===== config.mk =====
export PLATFORM = sky130hd
export DESIGN_NAME = plot_queue
export DESIGN_NICKNAME = d
export VERILOG_FILES = /design/src/rtl/plot_queue.sv
export SDC_FILE = /design/constraint.sdc
export NUM_CORES = 1
export LEC_CHECK = 0
export CAP_MARGIN = 20
export CORE_MARGIN = 8
export CORE_UTILIZATION = 59
export DETAILED_ROUTE_END_ITERATION = 10
export PLACE_DENSITY = 0.78
export RECOVER_POWER = 100
export SYNTH_ARGS = -nofsm -noshare
export SYNTH_HDL_FRONTEND = slang
export SYNTH_SLANG_ARGS = --single-unit

===== constraint.sdc =====
create_clock -name clk -period 3.8 [get_ports clk]
set_clock_uncertainty 0.2 [all_clocks]
set_input_delay 0.76 -clock clk [delete_from_list [all_inputs] [get_ports clk]]
set_output_delay 0.76 -clock clk [all_outputs]
set_load 0.02 [all_outputs]

===== src/rtl/plot_queue.sv =====
// plot_queue: clips pixel-plot requests to the visible area and buffers them in a
// show-ahead FIFO that drains to the VGA framebuffer write port under valid/ready.
module plot_queue #(
   parameter int DEPTH = 8,
   parameter int X_MAX = 160,
   parameter int Y_MAX = 120
) (
   input  logic                       clk,
   input  logic                       reset,
   input  logic [7:0]                 in_x,
   input  logic [7:0]                 in_y,
   input  logic [2:0]                 in_color,
   input  logic                       in_plot,
   output logic                       full,
   output logic [7:0]                 vga_x,
   output logic [6:0]                 vga_y,
   output logic [2:0]                 vga_color,
   output logic                       vga_plot,
   input  logic                       vga_ready,
   output logic [$clog2(DEPTH):0]     level,
   output logic [7:0]                 drop_count,
   output logic                       overflow
);
   localparam int AW = $clog2(DEPTH);
   localparam int LW = AW + 1;
   localparam logic [8:0] XM = 9'(X_MAX);
   localparam logic [8:0] YM = 9'(Y_MAX);

   logic [17:0]   mem_q [DEPTH];
   logic [AW-1:0] wr_ptr_q, wr_ptr_d, rd_ptr_q, rd_ptr_d;
   logic [LW-1:0] level_q, level_d;
   logic [7:0]    drop_q, drop_d;
   logic          ovf_q, ovf_d;
   logic          in_range, push, pop, drop;

   // full comes from the registered level, so a pop never frees a slot for a same-cycle push
   assign full      = level_q == LW'(DEPTH);
   assign vga_plot  = level_q != '0;
   assign in_range  = ({1'b0, in_x} < XM) && ({1'b0, in_y} < YM);
   assign push      = in_plot && in_range && !full;
   assign drop      = in_plot && !push;
   assign pop       = vga_plot && vga_ready;

   assign {vga_x, vga_y, vga_color} = mem_q[rd_ptr_q];
   assign level      = level_q;
   assign drop_count = drop_q;
   assign overflow   = ovf_q;

   always_comb begin
      wr_ptr_d = push ? wr_ptr_q + AW'(1) : wr_ptr_q;
      rd_ptr_d = pop ? rd_ptr_q + AW'(1) : rd_ptr_q;
      level_d  = (push && !pop) ? level_q + LW'(1) :
                 (pop && !push) ? level_q - LW'(1) : level_q;
      drop_d   = (drop && drop_q != 8'hff) ? drop_q + 8'd1 : drop_q;
      ovf_d    = ovf_q || (in_plot && full);
   end

   always_ff @(posedge clk or negedge reset) begin
      if (!reset) begin
         wr_ptr_q <= '0;
         rd_ptr_q <= '0;
         level_q  <= '0;
         drop_q   <= '0;
         ovf_q    <= 1'b0;
         for (int i = 0; i < DEPTH; i++) mem_q[i] <= '0;
      end else begin
         wr_ptr_q <= wr_ptr_d;
         rd_ptr_q <= rd_ptr_d;
         level_q  <= level_d;
         drop_q   <= drop_d;
         ovf_q    <= ovf_d;
         if (push) mem_q[wr_ptr_q] <= {in_x, in_y[6:0], in_color};
      end
   end
endmodule

Word level (Yosys, flattened, before mapping)
Index checks and enable logic that the tools add are counted.

operators by class
  add/subtract/negate cells = 5
  multiply operators = 0
  divide/modulo/power cells = 0
  magnitude comparators = 5
  equality and inequality tests = 2
  shift-type cells = 0
  multiplexer cells = 8
  bitwise logic cells = 2
  reductions and logical operators = 16

operators by type and width
  cell                                                        count
  bitwise mux 144 bit                                         1
  binary-select mux 18 bit (select 3 bit)                     1
  demux 18 bit (select 3 bit)                                 1
  2-to-1 mux 18 bit                                           3
  logical AND 1 bit                                           10
  adder 8 x 1 -> 8 bit, second input constant                 1
  greater-or-equal comparator 4 bit, second input constant    2
  less-than comparator 8 x 7 -> 1 bit, second input constant  1
  less-than comparator 8 bit, second input constant           1
  2-to-1 mux 4 bit                                            2
  inequality test 8 bit, second input constant                1
  inverter 3 -> 4 bit                                         2
  adder 3 x 1 -> 3 bit, second input constant                 2
  adder 4 x 1 -> 4 bit, second input constant                 1
  == test 4 bit, second input constant                        1
  less-than comparator 4 x 1 -> 1 bit, second input constant  1
  nonzero test 4 bit                                          1
  subtractor 4 x 1 -> 4 bit, second input constant            1
  logical NOT 1 bit                                           3
  nonzero test 2 bit                                          1
  logical OR 1 bit                                            1

storage, ports and cells
  register bits = 163
  bits in latches = 0
  bits in writable memories = 0
  ROM bits = 0
  output and inout port bits = 33
  logic and storage cells = 51
  memories = 0

Logic depth before layout (Yosys ltp)
  word-level depth = 8
  mapped depth = 11

Least setup slack after synthesis
No wires, ideal clock.

  kind = input to register
  from = in in_y[7]
  to = reg level_q[3] (netlist: level[3])
  library setup time = 0.136 ns
  data arrival time = 2.753 ns
  required time = 3.464 ns
  slack = 0.710 ns
  stages on the path = 10
  buffers on the path = 1
  path through = nand2b_2 -> nand3b_4 -> buf_6 -> nor2_1 -> ha_1 -> inv_1 -> ha_1 -> a21o_1 -> a2111oi_0 -> o31ai_1

on the way
  longest elaborated chain between the ends = 7

RTL lines
  item                                   line  source
  start, declared                        11    input logic [7:0] in_y,
  less-than comparator 8 x 7 -> 1 bit *  39    assign in_range = ({1'b0, in_x} < XM) && ({1'b0, in_y} < YM);
  logical AND 1 bit *                    39
  logical AND 1 bit * (2 in series)      40    assign push = in_plot && in_range && !full;
  net push                               34    logic in_range, push, pop, drop;
  logical NOT 1 bit                      53    (pop && !push) ? level_q - LW'(1) : level_q;
  logical AND 1 bit                      53
  nonzero test 2 bit (no source line)    -
  end signal, assigned                   69    level_q <= level_d;
  end, declared                          31    logic [LW-1:0] level_q, level_d;

The timed path passes the listed nets; every way through them passes the cells marked *.
A chain may end at the register's enable or synchronous reset.

Worst setup path after layout
  from = reg rd_ptr_q[0]
  to = out vga_x[2]

on the way
  longest elaborated chain between the ends = 4

RTL lines
  item                                                   line  source
  start, declared                                        30    logic [AW-1:0] wr_ptr_q, wr_ptr_d, rd_ptr_q, rd_ptr_d;
  start signal, assigned                                 68    rd_ptr_q <= rd_ptr_d;
  inverter 3 -> 4 bit (implied by the code)              44    assign {vga_x, vga_y, vga_color} = mem_q[rd_ptr_q];
  binary-select mux 18 bit (select 3 bit)                44
  2-to-1 mux 18 bit (implied by the code) (2 in series)  44
  end, declared                                          15    output logic [7:0] vga_x,

Every way passes these cells. The select of a mux whose other input is x is not followed.

==> reports/metrics.yaml <==
final_layout:
  insertedDiodeCount: 0
  final_cell_area_um2: 9010
  finalNetCount: 575
  syn_to_final_growth_pct: 16.7
  drive_gt1_frac: 0.437
  fin_util: 0.691
yosys:
  synth_edf_count: 0
  ys_ff_latch: 163
  synth_top_family_by_area: "multiplexers"
  synth_seq_area_share: 0.528
  syn_nets: 498
  synth_compound_area_frac: 0.00664
  async_flop_share: 1.00
  avgSynthCellArea_um2: 16.5
  synth.top_cells.by_count: "163 x dfrtp_1, 150 x mux2_2, 36 x mux4_2"
  synth_area_um2: 7720
  synth.distinct_cells: 36
  synth_top_area_share: 0.528
  synthMostInstantiatedCell: "dfrtp_1"
  synth_ff_type: "dfrtp_1"
  synthSimpleGateAreaFrac: 0.0567
  synthMuxAreaShare: 0.364
  synth_fa_ha_area_frac: 0.0123
  ys_top_cells_by_area: "dfrtp_1 53%, mux2_2 22%, mux4_2 10%"
  syn-instance-count: 468
  synth_warnings: 0
  synth-xor-area-share: 0.0102
  yosys.area.top_type: "dfrtp_1"
sta:
  hold_viol: 0
  slew_headroom: -0.417
  final_max_slew_viol_count: 85
  tns_ps: 0
  fmax_ghz: 0.282
  rsz0062_at_grt: "no"
  fin_crit_ps: 3550
  post-route-period-util: 0.935
  setup_viol: 0
  tightest_slew_ps: 2130
critical_path:
  cp.required_ps: 2840
  critPathSlowestCell: "dlygate4sd3_1"
  slowest_delay_ps: 660
  criticalPathCategory: "reg2out"
  crit_fanout: 28
  crit_family: "buffers and inverters"
  worstSetupStartpoint: "rd_ptr_q[0]$_DFFE_PN0P_"
  r2r_start: "level[0]$_DFFE_PN0P_"
  cp_num_buf_inv: 2
  cp.arrival_ps: 2590
  cp-start-kind: "flip-flop"
  crit_path_end_kind: "primary output"
  cp_cell_sequence: "buf_12 > mux4_2 > mux2_2 > dlygate4sd3_1"
job:
  maxCapViolCount: 1
global_route:
  grt_pass1_vias: 4782
  gr-usage-all-layers: 0.209
  grt_max_degree: 86
  grt_first_pass_wirelength_mm: 26.4
  grt.overflow.total: 0
  antenna_found_initial: 0
die:
  core.rowCount: 42
  dieHeight_um: 130
  initial_core_util: 0.593
  core_area_um2: 13000
  die-area_um2: 17000
  ioPinCount: 56
  die_width_um: 130
route:
  drc: 0
  routed_via_density: 5.98
  drtIter0Drc: 227
  wl_met2_mm: 8.20
  vias: 4387
  wl_met3_um: 633
  first_pass_iters: 4
  wl_met1_mm: 6.94
  routed.top_layer: "met4"
  drt-wirelength-per-cell_um: 21.8
  antenna_left: 0
  drt-total-wl_mm: 16.0
worst_hold_path:
  hp-class: "reg2reg"
  min_from: "overflow$_DFF_PN0_"
pwr:
  swShare: 0.313
  p_leak_nw: 3.94
  p_clk_frac: 0.234
  seq_power_share: 0.371
  p_per_area_nw_per_um2: 909
  internal_power_w: 0.00562
  peakVddDrop_v: 0.000537
  switchingPower_w: 0.00257
  combPwrFrac: 0.395
clock_tree:
  cts_buffers: 17
  cts_tree: "yes"
  cts_hold_buffers: 0
  cts.repair.resized: 0
  clk_pin_slew_ps: 60
  root_buffer: "clkbuf_16"
  post_cts_buffers: 0
  cts_sinks: 163
  clk_latency_ps: 430
  cts_max_level: 4
  clockBufferDepth: 2
placed_design:
  routabilityCongestion: 0.748
  dp_hpwl_mm: 10.1
  placed_area_um2: 8580
  port_buffers: 55
status:
  violations: "max-capacitance violations, max-slew violations"
  status: "complete, but fails checks"
## worst paths after layout
check / slack [ps] / cells after the start / end
worst max register to register: 820 / 8 / level[3]$_DFFE_PN0P_
worst max-delay path: 250 / 4 / vga_x[2]
worst min-delay path: 250 / 1 / overflow$_DFF_PN0_
min in group asynchronous: 740 / 1 / mem_q[43]$_DFFE_PN0P_
max in group asynchronous: 970 / 2 / mem_q[49]$_DFFE_PN0P_
worst min register to register: 250 / 1 / overflow$_DFF_PN0_
## through the flow
| stage | total power, W | setup WS [ps] | std cells | hold WS [ps] |
|---|---|---|---|---|
| final | 0.00819 | 248 | 734 | 246 |
| after detailed placement | 0.00656 | 128 | 702 | 242 |
| after global routing | 0.00864 | 158 | 734 | 267 |
| after CTS | 0.00852 | 305 | 734 | 216 |
| after floorplan | 0.00537 | 710 | 468 | 256 |
| after global placement | 0.00639 | 174 | 702 | 239 |
## cell families after synthesis
family | after synthesis
muxes | 207
DFF | 163
and+or+nand+nor | 49
buffers and inverters | 25
xor gates and xnor gates | 9
AOI/OAI and AO/OA | 8
adders and majority gates | 7
## worst register-to-register path, delay by kind of cell, from the launching register on
kind	cells	cell delay [ps]
and+or+nand+nor	2	790
buffers and inverters	1	120
DFF	1	480
AOI/OAI and AO/OA	3	730
adders and majority gates	2	530
## state kept, by name, summed over array words and instances, names as in the netlist
signal	count
rd_ptr_q	3
overflow	1
drop_count	8
level	4
wr_ptr_q	3
mem_q	144
## power by group through the flow
stage          registers, W  clock network, W  logic, W
6_report            0.00304           0.00192   0.00323
2_1_floorplan       0.00295                 0   0.00242
3_5_place_dp        0.00308                 0   0.00348
4_1_cts             0.00307           0.00195   0.00350
5_1_grt             0.00315           0.00203   0.00346
3_3_place_gp        0.00301                 0   0.00338
## routing by layer
metal	up-vias	GRT usage
met2	88	0.341
met4	0	0.0648
met5	-	0
li1	1912	-
met3	30	0.0572
met1	2357	0.268
## cells in the final DEF, fill, tap and decap left out, types with 5 or more instances in the layout
| master | n |
|---|---|
| dfrtp_1 | 162 |
| mux2_2 | 150 |
| mux4_2 | 36 |
| dlygate4sd3_1 | 30 |
| clkdlybuf4s50_1 | 24 |
| clkbuf_16 | 17 |
| mux2_1 | 16 |
| nand2_1 | 10 |
| clkbuf_1 | 10 |
| clkbuf_2 | 8 |
| nor3_1 | 7 |
| ha_1 | 6 |
| nand4_1 | 5 |
| nor4_1 | 5 |
| xor2_1 | 5 |
| bufinv_16 | 5 |
| buf_4 | 5 |
## area by class of cell
cell class	instances	area, um^2
clock buffers	20	467
flip-flops and latches	163	4080
fillers	936	4020
repair buffers	81	736
well taps	176	220
inverters	2	7.51
multi-input cells	280	3300
clock inverters	12	201
(Power assumes the default switching activity.)
